`config.mk`:
```
export PLATFORM = sky130hd
export DESIGN_NAME = scoreboard_hazard_unit
export DESIGN_NICKNAME = d
export VERILOG_FILES = /design/src/rtl/hazard_pkg.sv /design/src/rtl/sb_counter.sv /design/src/rtl/scoreboard_hazard_unit.sv
export SDC_FILE = /design/constraint.sdc
export NUM_CORES = 1
export LEC_CHECK = 0
export ABC_AREA = 0
export CAP_MARGIN = 25
export CORE_UTILIZATION = 50
export CTS_BUF_LIST = sky130_fd_sc_hd__clkbuf_8
export DETAILED_ROUTE_END_ITERATION = 7
export PLACE_DENSITY = 0.69
export SLEW_MARGIN = 30
export SYNTH_ARGS = -nofsm -noshare
export SYNTH_HDL_FRONTEND = slang
export SYNTH_HIERARCHICAL = 1
export SYNTH_SLANG_ARGS = --single-unit
```
`constraint.sdc`:
```
create_clock -name clk -period 3.95 [get_ports clk]
set_clock_uncertainty 0.2 [all_clocks]
set_input_delay 0.79 -clock clk [delete_from_list [all_inputs] [get_ports clk]]
set_output_delay 0.79 -clock clk [all_outputs]
set_load 0.05 [all_outputs]
```
`src/rtl/hazard_pkg.sv`:
```
// rtl/hazard_pkg.sv - shared encodings and helpers for the scoreboard hazard unit
//
// Purpose: id_kind encodings, pending-counter width and the issue-latency helper.
// Ports: none (package).
package hazard_pkg;

    localparam int SB_CW = 3;

    typedef enum logic [1:0] {
        KIND_ALU    = 2'd0,
        KIND_LOAD   = 2'd1,
        KIND_MULDIV = 2'd2,
        KIND_OTHER  = 2'd3
    } kind_e;

    // Value loaded into a pending counter on issue: issue latency minus one.
    // ALU and "other" results forward next cycle, so they leave the counter at 0.
    function automatic logic [SB_CW-1:0] issue_cnt(input kind_e kind,
                                                  input int    load_lat,
                                                  input int    md_lat);
        logic [SB_CW-1:0] v;
        case (kind)
            KIND_LOAD:   v = SB_CW'(load_lat - 1);
            KIND_MULDIV: v = SB_CW'(md_lat - 1);
            default:     v = '0;
        endcase
        return v;
    endfunction

endpackage

```
`src/rtl/sb_counter.sv`:
```
// rtl/sb_counter.sv - one per-register pending-result counter
//
// Purpose: holds cycles remaining until a register's in-flight result is
//          forwardable; load wins over the free-running decrement.
// Ports:
//   clk, rst_n    : clock, asynchronous active-low reset
//   i_load        : load i_load_val this edge
//   i_load_val    : value to load (issue latency minus one)
//   o_cnt         : current count, 0 means the register is ready
module sb_counter
    import hazard_pkg::*;
(
    input  logic             clk,
    input  logic             rst_n,
    input  logic             i_load,
    input  logic [SB_CW-1:0] i_load_val,
    output logic [SB_CW-1:0] o_cnt
);

    logic [SB_CW-1:0] r_cnt;

    always_ff @(posedge clk or negedge rst_n) begin
        if (!rst_n) begin
            r_cnt <= '0;
        end else if (i_load) begin
            r_cnt <= i_load_val;
        end else if (r_cnt != '0) begin
            r_cnt <= r_cnt - 1'b1;
        end
    end

    assign o_cnt = r_cnt;

endmodule

```
`src/rtl/scoreboard_hazard_unit.sv`:
```
// rtl/scoreboard_hazard_unit.sv - register scoreboard with stall/flush/issue control
//
// Purpose: tracks pending results per architectural register, detects data,
//          branch-in-ID and mul/div structural hazards for the instruction in
//          ID, and produces stall / flush / issue plus a stall-cycle counter.
// Ports:
//   clk, rst_n                      : clock, asynchronous active-low reset
//   id_valid                        : valid instruction in IF/ID
//   id_rs1, id_rs2, id_use_rs1/2    : source registers and read enables
//   id_rd, id_reg_write             : destination and write enable
//   id_kind                         : 0 ALU, 1 LOAD, 2 MULDIV, 3 other
//   id_is_branch                    : conditional branch in ID
//   ex_redirect                     : taken branch/jump resolved this cycle
//   stall                           : hold PC/IF-ID, bubble into ID/EX
//   flush_if_id, flush_id_ex        : squash the respective pipeline registers
//   issue                           : ID instruction advances this cycle
//   stall_count                     : saturating count of stall cycles
module scoreboard_hazard_unit
    import hazard_pkg::*;
#(
    parameter int NREG     = 32,
    parameter int RW       = 5,
    parameter int LOAD_LAT = 2,
    parameter int MD_LAT   = 4,
    parameter int BR_IN_ID = 1
) (
    input  logic          clk,
    input  logic          rst_n,
    input  logic          id_valid,
    input  logic [RW-1:0] id_rs1,
    input  logic [RW-1:0] id_rs2,
    input  logic          id_use_rs1,
    input  logic          id_use_rs2,
    input  logic [RW-1:0] id_rd,
    input  logic          id_reg_write,
    input  logic [1:0]    id_kind,
    input  logic          id_is_branch,
    input  logic          ex_redirect,
    output logic          stall,
    output logic          flush_if_id,
    output logic          flush_id_ex,
    output logic          issue,
    output logic [31:0]   stall_count
);

    kind_e            w_kind;
    logic [SB_CW-1:0] w_cnt [NREG];
    logic [SB_CW-1:0] w_load_val;
    logic             w_rs1_pending;
    logic             w_rs2_pending;
    logic             w_br_hazard;
    logic             w_data_hazard;
    logic             w_struct_hazard;
    logic             w_stall;
    logic             w_issue;
    logic             w_wr_en;

    logic [SB_CW-1:0] r_md_busy;
    logic [RW-1:0]    r_ex_rd;
    logic             r_ex_wr;
    logic [31:0]      r_stall_count;

    assign w_kind     = kind_e'(id_kind);
    assign w_load_val = issue_cnt(w_kind, LOAD_LAT, MD_LAT);

    // Scoreboard update only for an instruction that actually issues; a
    // squashed or stalled instruction leaves the counters to decrement.
    assign w_wr_en = w_issue && id_reg_write;

    // x0 is hardwired zero and never becomes pending.
    assign w_cnt[0] = '0;

    for (genvar r = 1; r < NREG; r++) begin : g_cnt
        sb_counter u_cnt (
            .clk        (clk),
            .rst_n      (rst_n),
            .i_load     (w_wr_en && (id_rd == RW'(r))),
            .i_load_val (w_load_val),
            .o_cnt      (w_cnt[r])
        );
    end

    // Hazard checks read the counters before this instruction's own update,
    // so an instruction that reads and writes the same register sees the
    // older producer.
    assign w_rs1_pending = id_use_rs1 && (id_rs1 != '0) && (w_cnt[id_rs1] != '0);
    assign w_rs2_pending = id_use_rs2 && (id_rs2 != '0) && (w_cnt[id_rs2] != '0);

    // Branches compare in ID, so even a single-cycle ALU result still in EX
    // is too late to forward into the comparator.
    assign w_br_hazard = (BR_IN_ID != 0) && id_is_branch && r_ex_wr && (r_ex_rd != '0)
                      && ((id_use_rs1 && (id_rs1 == r_ex_rd)) ||
                          (id_use_rs2 && (id_rs2 == r_ex_rd)));

    assign w_data_hazard   = w_rs1_pending || w_rs2_pending || w_br_hazard;
    assign w_struct_hazard = (w_kind == KIND_MULDIV) && (r_md_busy != '0);

    // Reset gates every control output so nothing advances while held.
    assign w_stall = rst_n && id_valid && !ex_redirect && (w_data_hazard || w_struct_hazard);
    assign w_issue = rst_n && id_valid && !w_stall && !ex_redirect;

    assign stall       = w_stall;
    assign issue       = w_issue;
    assign flush_if_id = rst_n && ex_redirect;
    assign flush_id_ex = rst_n && ex_redirect;
    assign stall_count = r_stall_count;

    // Non-pipelined mul/div unit occupancy.
    always_ff @(posedge clk or negedge rst_n) begin
        if (!rst_n) begin
            r_md_busy <= '0;
        end else if (w_issue && (w_kind == KIND_MULDIV)) begin
            r_md_busy <= SB_CW'(MD_LAT - 1);
        end else if (r_md_busy != '0) begin
            r_md_busy <= r_md_busy - 1'b1;
        end
    end

    // Destination of the instruction now in EX; ex_wr drops on any bubble.
    always_ff @(posedge clk or negedge rst_n) begin
        if (!rst_n) begin
            r_ex_rd <= '0;
            r_ex_wr <= 1'b0;
        end else begin
            if (w_issue) begin
                r_ex_rd <= id_rd;
            end
            r_ex_wr <= w_issue && id_reg_write;
        end
    end

    always_ff @(posedge clk or negedge rst_n) begin
        if (!rst_n) begin
            r_stall_count <= '0;
        end else if (w_stall && (r_stall_count != 32'hFFFF_FFFF)) begin
            r_stall_count <= r_stall_count + 32'd1;
        end
    end

endmodule

```
# After elaboration in Yosys (flattened, before gate mapping)
# Cells that the tools add are included.
dict set report word_totals {
  regBits 134
  out_inout_bits 36
  inputBits 25
}
dict set report classes {
  muxes 71
  n_lt_le_gt_ge 2
  n_eq_ne 36
  n_reduce_logical 125
  add_sub_neg 33
  n_bitwise 2
}
# op count
set op_table {}
lappend op_table {{3-bit two-way mux} 68}
lappend op_table {{3-bit nonzero test} 34}
lappend op_table {{3-bit by 1-bit subtractor with 3-bit output (second input constant)} 32}
lappend op_table {{5-bit == test (second input constant)} 16}
lappend op_table {{2-bit nonzero test} 32}
lappend op_table {{1-bit logical AND} 50}
lappend op_table {{5-bit by 4-bit == test with 1-bit output (second input constant)} 8}
lappend op_table {{32-bit by 1-bit adder with 32-bit output (second input constant)} 1}
lappend op_table {{32-bit inequality test (second input constant)} 1}
lappend op_table {{3-bit binary-select mux with 5-bit select} 2}
lappend op_table {{5-bit by 3-bit == test with 1-bit output (second input constant)} 4}
lappend op_table {{5-bit nonzero test} 3}
lappend op_table {{6-bit greater-or-equal comparator (second input constant)} 2}
lappend op_table {{5-bit inverter with 6-bit output} 2}
lappend op_table {{5-bit by 2-bit == test with 1-bit output (second input constant)} 2}
lappend op_table {{5-bit == test} 2}
lappend op_table {{5-bit by 1-bit == test with 1-bit output (second input constant)} 1}
lappend op_table {{1-bit logical OR} 4}
lappend op_table {{2-bit case mux with 2 select lines} 1}
lappend op_table {{2-bit by 1-bit == test with 1-bit output (second input constant)} 1}
lappend op_table {{2-bit == test (second input constant)} 1}
lappend op_table {{1-bit logical NOT} 2}

# Depth between registers and ports, before layout
dict set report logic_depth {
  depth_word 16
  depth_mapped 14
  mapped_depth_nobuf 10
}

# By module
# Netlist, hierarchy kept.
# mod cells_each seq_area_each_um2 area_per_inst_um2 n_inst
set by_module_without_submodules {}
lappend by_module_without_submodules {sb_counter 20 75.1 196.4 31}
lappend by_module_without_submodules {scoreboard_hazard_unit 418 1026.0 3389.5 1}

# Worst setup path after synthesis
# Ideal clock, no wire load.
dict set report synth_timing {
  path_kind {input port to output port}
  from {in id_rs1[1]}
  to {out issue}
  n_path_buf 1
  path_slack_ns 0.019
  stages 8
  t_arrival_ns 2.941
  cell_sequence {buf_2 o41ai_1 a21oi_1 or4_1 and3_1 a2111oi_4 nand2_1 inv_1}
}
dict set report synth_between {
  elab_chain_len 13
  word_cells_on_any_way 19
}
# item line_no
set synth_rtl {}
lappend synth_rtl {{start: declaration} scoreboard_hazard_unit.sv:30} ;# input logic [RW-1:0] id_rs1,
lappend synth_rtl {{5-bit inverter with 6-bit output (implied by the code)} scoreboard_hazard_unit.sv:86} ;# assign w_rs1_pending = id_use_rs1 && (id_rs1 != '0) && (w_cnt[id_rs1] != '0);
lappend synth_rtl {{3-bit binary-select mux with 5-bit select} scoreboard_hazard_unit.sv:86}
lappend synth_rtl {{3-bit two-way mux (implied by the code) (2 in a row)} scoreboard_hazard_unit.sv:86}
lappend synth_rtl {{3-bit nonzero test} scoreboard_hazard_unit.sv:86}
lappend synth_rtl {{1-bit logical AND} scoreboard_hazard_unit.sv:86}
lappend synth_rtl {{1-bit logical OR} scoreboard_hazard_unit.sv:95} ;# assign w_data_hazard = w_rs1_pending || w_rs2_pending || w_br_hazard;
lappend synth_rtl {{1-bit logical OR (*)} scoreboard_hazard_unit.sv:95}
lappend synth_rtl {{1-bit logical OR (*)} scoreboard_hazard_unit.sv:99} ;# assign w_stall = rst_n && id_valid && !ex_redirect && (w_data_hazard || w_struct_hazard);
lappend synth_rtl {{1-bit logical AND (*)} scoreboard_hazard_unit.sv:99}
lappend synth_rtl {{1-bit logical NOT (*)} scoreboard_hazard_unit.sv:100} ;# assign w_issue = rst_n && id_valid && !w_stall && !ex_redirect;
lappend synth_rtl {{1-bit logical AND (*) (2 in a row)} scoreboard_hazard_unit.sv:100}
lappend synth_rtl {{end: declaration} scoreboard_hazard_unit.sv:42} ;# output logic issue,
# Every way passes the cells marked *; elsewhere a longest branch is shown, timed or not. The select of a mux whose other input is x is not followed.

# Final worst setup path
dict set report layout_timing {
  from {in id_rs1[3]}
  to {out stall}
}
dict set report layout_between {
  elab_chain_len 10
  word_cells_on_any_way 16
}
# item line_no
set layout_rtl {}
lappend layout_rtl {{5-bit inverter with 6-bit output (implied by the code)} scoreboard_hazard_unit.sv:86}
lappend layout_rtl {{3-bit binary-select mux with 5-bit select} scoreboard_hazard_unit.sv:86}
lappend layout_rtl {{3-bit two-way mux (implied by the code) (2 in a row)} scoreboard_hazard_unit.sv:86}
lappend layout_rtl {{3-bit nonzero test} scoreboard_hazard_unit.sv:86}
lappend layout_rtl {{1-bit logical AND} scoreboard_hazard_unit.sv:86}
lappend layout_rtl {{1-bit logical OR} scoreboard_hazard_unit.sv:95}
lappend layout_rtl {{1-bit logical OR (*)} scoreboard_hazard_unit.sv:95}
lappend layout_rtl {{1-bit logical OR (*)} scoreboard_hazard_unit.sv:99}
lappend layout_rtl {{1-bit logical AND (*)} scoreboard_hazard_unit.sv:99}
lappend layout_rtl {{end: declaration} scoreboard_hazard_unit.sv:39} ;# output logic stall,
# Marked as above.

==> results <==
- The run finished with clean final reports.
- At the pin with the least slew margin, the transition time is 0.6650 ns.
- In this run the cell area of the synthesized design comes to 0.009479 mm2.
- The number of nets at the end of the flow is 1299.
- The detailed-route DRC error count is 0.
- The max-capacitance violation count is 0.
- The final critical path takes up 98.32% of the cycle.
- Entering global routing, the biggest net connects 69 pins.
- The H-tree was split into 4 levels.
- The detailed router finished its first iteration with 560 violations.
- Summing the sequential cell areas from Yosys gives 35.37% of the chip area.
- The relative slew slack is 55.66%.
- The core outline area is about 0.018 mm2.
- The clock edge transition at the registers on the reported setup and hold paths is 0.08 ns.
- The design draws just over 0.007 W.
- In the final timing run, aggregate negative setup slack is 0 ns.
- The number of global-route vias before repair is around 7.8k.
- The total power divided by cell area is around 600 mW/mm2.
- Setup violations remaining at the end of the flow were counted as 0.
- The total count of hold-check failures in the final report is 0.
- The area overhead of the layout relative to synthesis is 24.19%.
- The most used flip-flop cell after synthesis is dfrtp_1.
- The type of the worst setup path is input port to output port.
- The floorplan step set the die width to 139.7 um.
- The minimum setup slack in the final design is 0.06638 ns.
- The final critical delay including setup and external delays is 3.884 ns.
- From bottom edge to top edge, the die measures 139.7 um.
- STA puts the critical path data required time at 2.96 ns.
- The number of port buffers is 60.
- The die covers 0.01951 mm2.
- The number of distinct library cells after synthesis is 50.
- The initial antenna violation count is 0.
- The half-perimeter wire length after detailed placement is 16770 um.
- The number of standard cells after synthesis is about 1.0k.
- For this configuration, the core starts out at a cell density of 51.88%.
- The worst setup path is captured at an output port.
- The buffer type at the clock tree root is clkbuf_8.
- The fraction of registers with async set or reset after synthesis is 100.0%.
- The count of inserted antenna diode cells is 0.
- The total number of vias is 8333.
- Once detail routing completed, the nets flagged for antenna violations numbered 0.
- Based on the critical path, the design can be clocked at up to 257.5 MHz.
- The share of final-layout standard cells stronger than drive strength 1 is 15.48%.
- The count of pins over their slew limit is 0.
- Pin placement for this block handled a little over 60 I/O pins.
- The standard-cell row count is between 40 and 50.
- In this run the mean area of a mapped cell was 9.132 um2.
- After detailed routing, the average wire length per cell comes to 16.46 um.
- The most frequent standard cell in the layout excluding fill and tap cells is inv_1.
- The total global routing overflow is 0.
- The number of search-and-repair iterations in the first detailed-routing pass is 5.
- Counting every sink on the clock net gives between 100 and 150.
- Clock tree synthesis inserted a total of 17 buffers.
- Yosys printed 6 warnings.
- The number of register bits inferred by synthesis is 134.
- The clock reaches the later pin of the worst-skew pair after 0.46 ns.
- The routed design has 23870 um of wire.
- The leakage power total is 5.213 nW.
- The class of the tightest hold or removal check is input port to async pin.
- The top cell types in the final layout, fill and taps aside, are inv_1 (135), dfrtp_1 (128), nor2b_1 (95).
- The worst-case IR drop observed on VDD is ~0.00036 V.
- The routability congestion estimate from global placement is 0.8884.
- The element type at the critical path start is an input port.
- The synthesized design contains 0 enable-type register cells.
- The largest driver fanout on the critical path is 5.
- The CTS tree is built.
- The average via count per standard cell is 5.747.
- The number of buffers between clock root and the deepest sink is 2.
- The first-pass GRT wire length is 39310 um.
- At the placement stage, the worst setup path has a slack of -0.3738 ns.
- The arrival time reported for the critical path endpoint is between 2 and 3 ns.
- The overall fraction of global-route tracks in use is 25.41%.
logic make-up after synthesis:
kind of cell               Yosys count  synth area share [%]
xor gates and xnor gates            42                 3.881
buffers and inverters              161                 6.587
other                                1               0.03956
DFF                                134                 35.37
and+or+nand+nor                    478                 31.89
AOI/OAI and AO/OA                  141                 11.30
muxes                               15                 2.218
adders and majority gates           66                 8.712
critical path, stage by stage:
cell and delay [ns]:
clkdlybuf4s50_1 0.52, buf_4 0.21, or4_1 0.50, and3_4 0.21
a2111oi_4 0.27, buf_4 0.21, nor2_4 0.04, buf_6 0.15
report_power, final:
part	switching [W]	internal, W	leakage [nW]
clock	0.000599	0.000691	0.222
combinational	0.00143	0.00159	3.37
sequential	0.000792	0.00196	1.62
total	0.00282	0.00424	5.21
layout make-up:
type	instances	area, um2
flip-flops and latches	134	3361
repair buffers	146	1304
multi-input cells	773	5871
clock buffers	17	234.0
fillers	1536	6497
well taps	229	286.5
inverters	136	514.2
clock inverters	15	202.7
per-stage QoR:
step / util (%) / hold slack, ns / instance area, um2 / std cells
6_report: 64.44 / 0.2341 / 11770 / 1450
5_1_grt: 64.44 / 0.2740 / 11770 / 1450
4_1_cts: 63.03 / 0.2964 / 11520 / 1439
3_5_place_dp: 59.75 / 0.2839 / 10920 / 1400
3_3_place_gp: 59.75 / 0.2740 / 10920 / 1400
2_1_floorplan: - / 0.2807 / 9592 / 1068
registers in the layout, summed over array words and instances, names as in the netlist:
name	count
g_cnt.u_cnt/o_cnt	93
r_md_busy	3
stall_count	32
r_ex_wr	1
r_ex_rd	5
repair_timing:
| item | CTS | global route |
|---|---|---|
| setup endpoints to repair | 2 | 2 |
| gates resized for setup | 36 | 48 |
| hold buffers | 0 | 0 |
| buffers inserted | 7 | 11 |
| pin swaps | 8 | 17 |
| cloned | 0 | 1 |
cell usage after synthesis (11+ instances only):
library cell  number  area, um2
buf_2             13      65.06
ha_1              66      825.8
nor4_1            23      143.9
inv_1            136      510.5
a21oi_1           14      70.07
nand2b_1          70      437.9
nand3_1           15      75.07
a31oi_1           35      219.0
or3b_1            31      271.5
nor3_1            73      365.4
and3_1            11      68.82
a221oi_1          31      271.5
nor2_1            23      86.33
dfrtp_1          134       3353
xor2_1            35      306.5
nor2b_1           95      594.3
a311oi_1          33      289.0
nand2_1           31      116.4
nor4b_1           65      569.3
layer usage:
layer | part of all wire [%] | track usage [%]
met5 | 0 | 0
met4 | 2.1 | 8.213
met3 | 4.2 | 4.990
met2 | 48 | 42.05
met1 | 46 | 33.32
worst paths after layout:
kind / from / end / slack, ns / depth (start not counted)
setup / recovery: id_rs1[3] / stall / 0.07 / 8
hold / removal: rst_n / g_cnt[17].u_cnt/o_cnt[2] / 0.23 / 2
setup reg to reg: g_cnt[20].u_cnt/o_cnt[0] / g_cnt[8].u_cnt/o_cnt[0] / 0.50 / 11
hold reg to reg: stall_count[28] / stall_count[28] / 0.29 / 1
max in group asynchronous: rst_n / g_cnt[2].u_cnt/o_cnt[0] / 2.22 / 3
min in group clk: stall_count[28] / stall_count[28] / 0.29 / 1
Power figures use the tool's default switching activity.
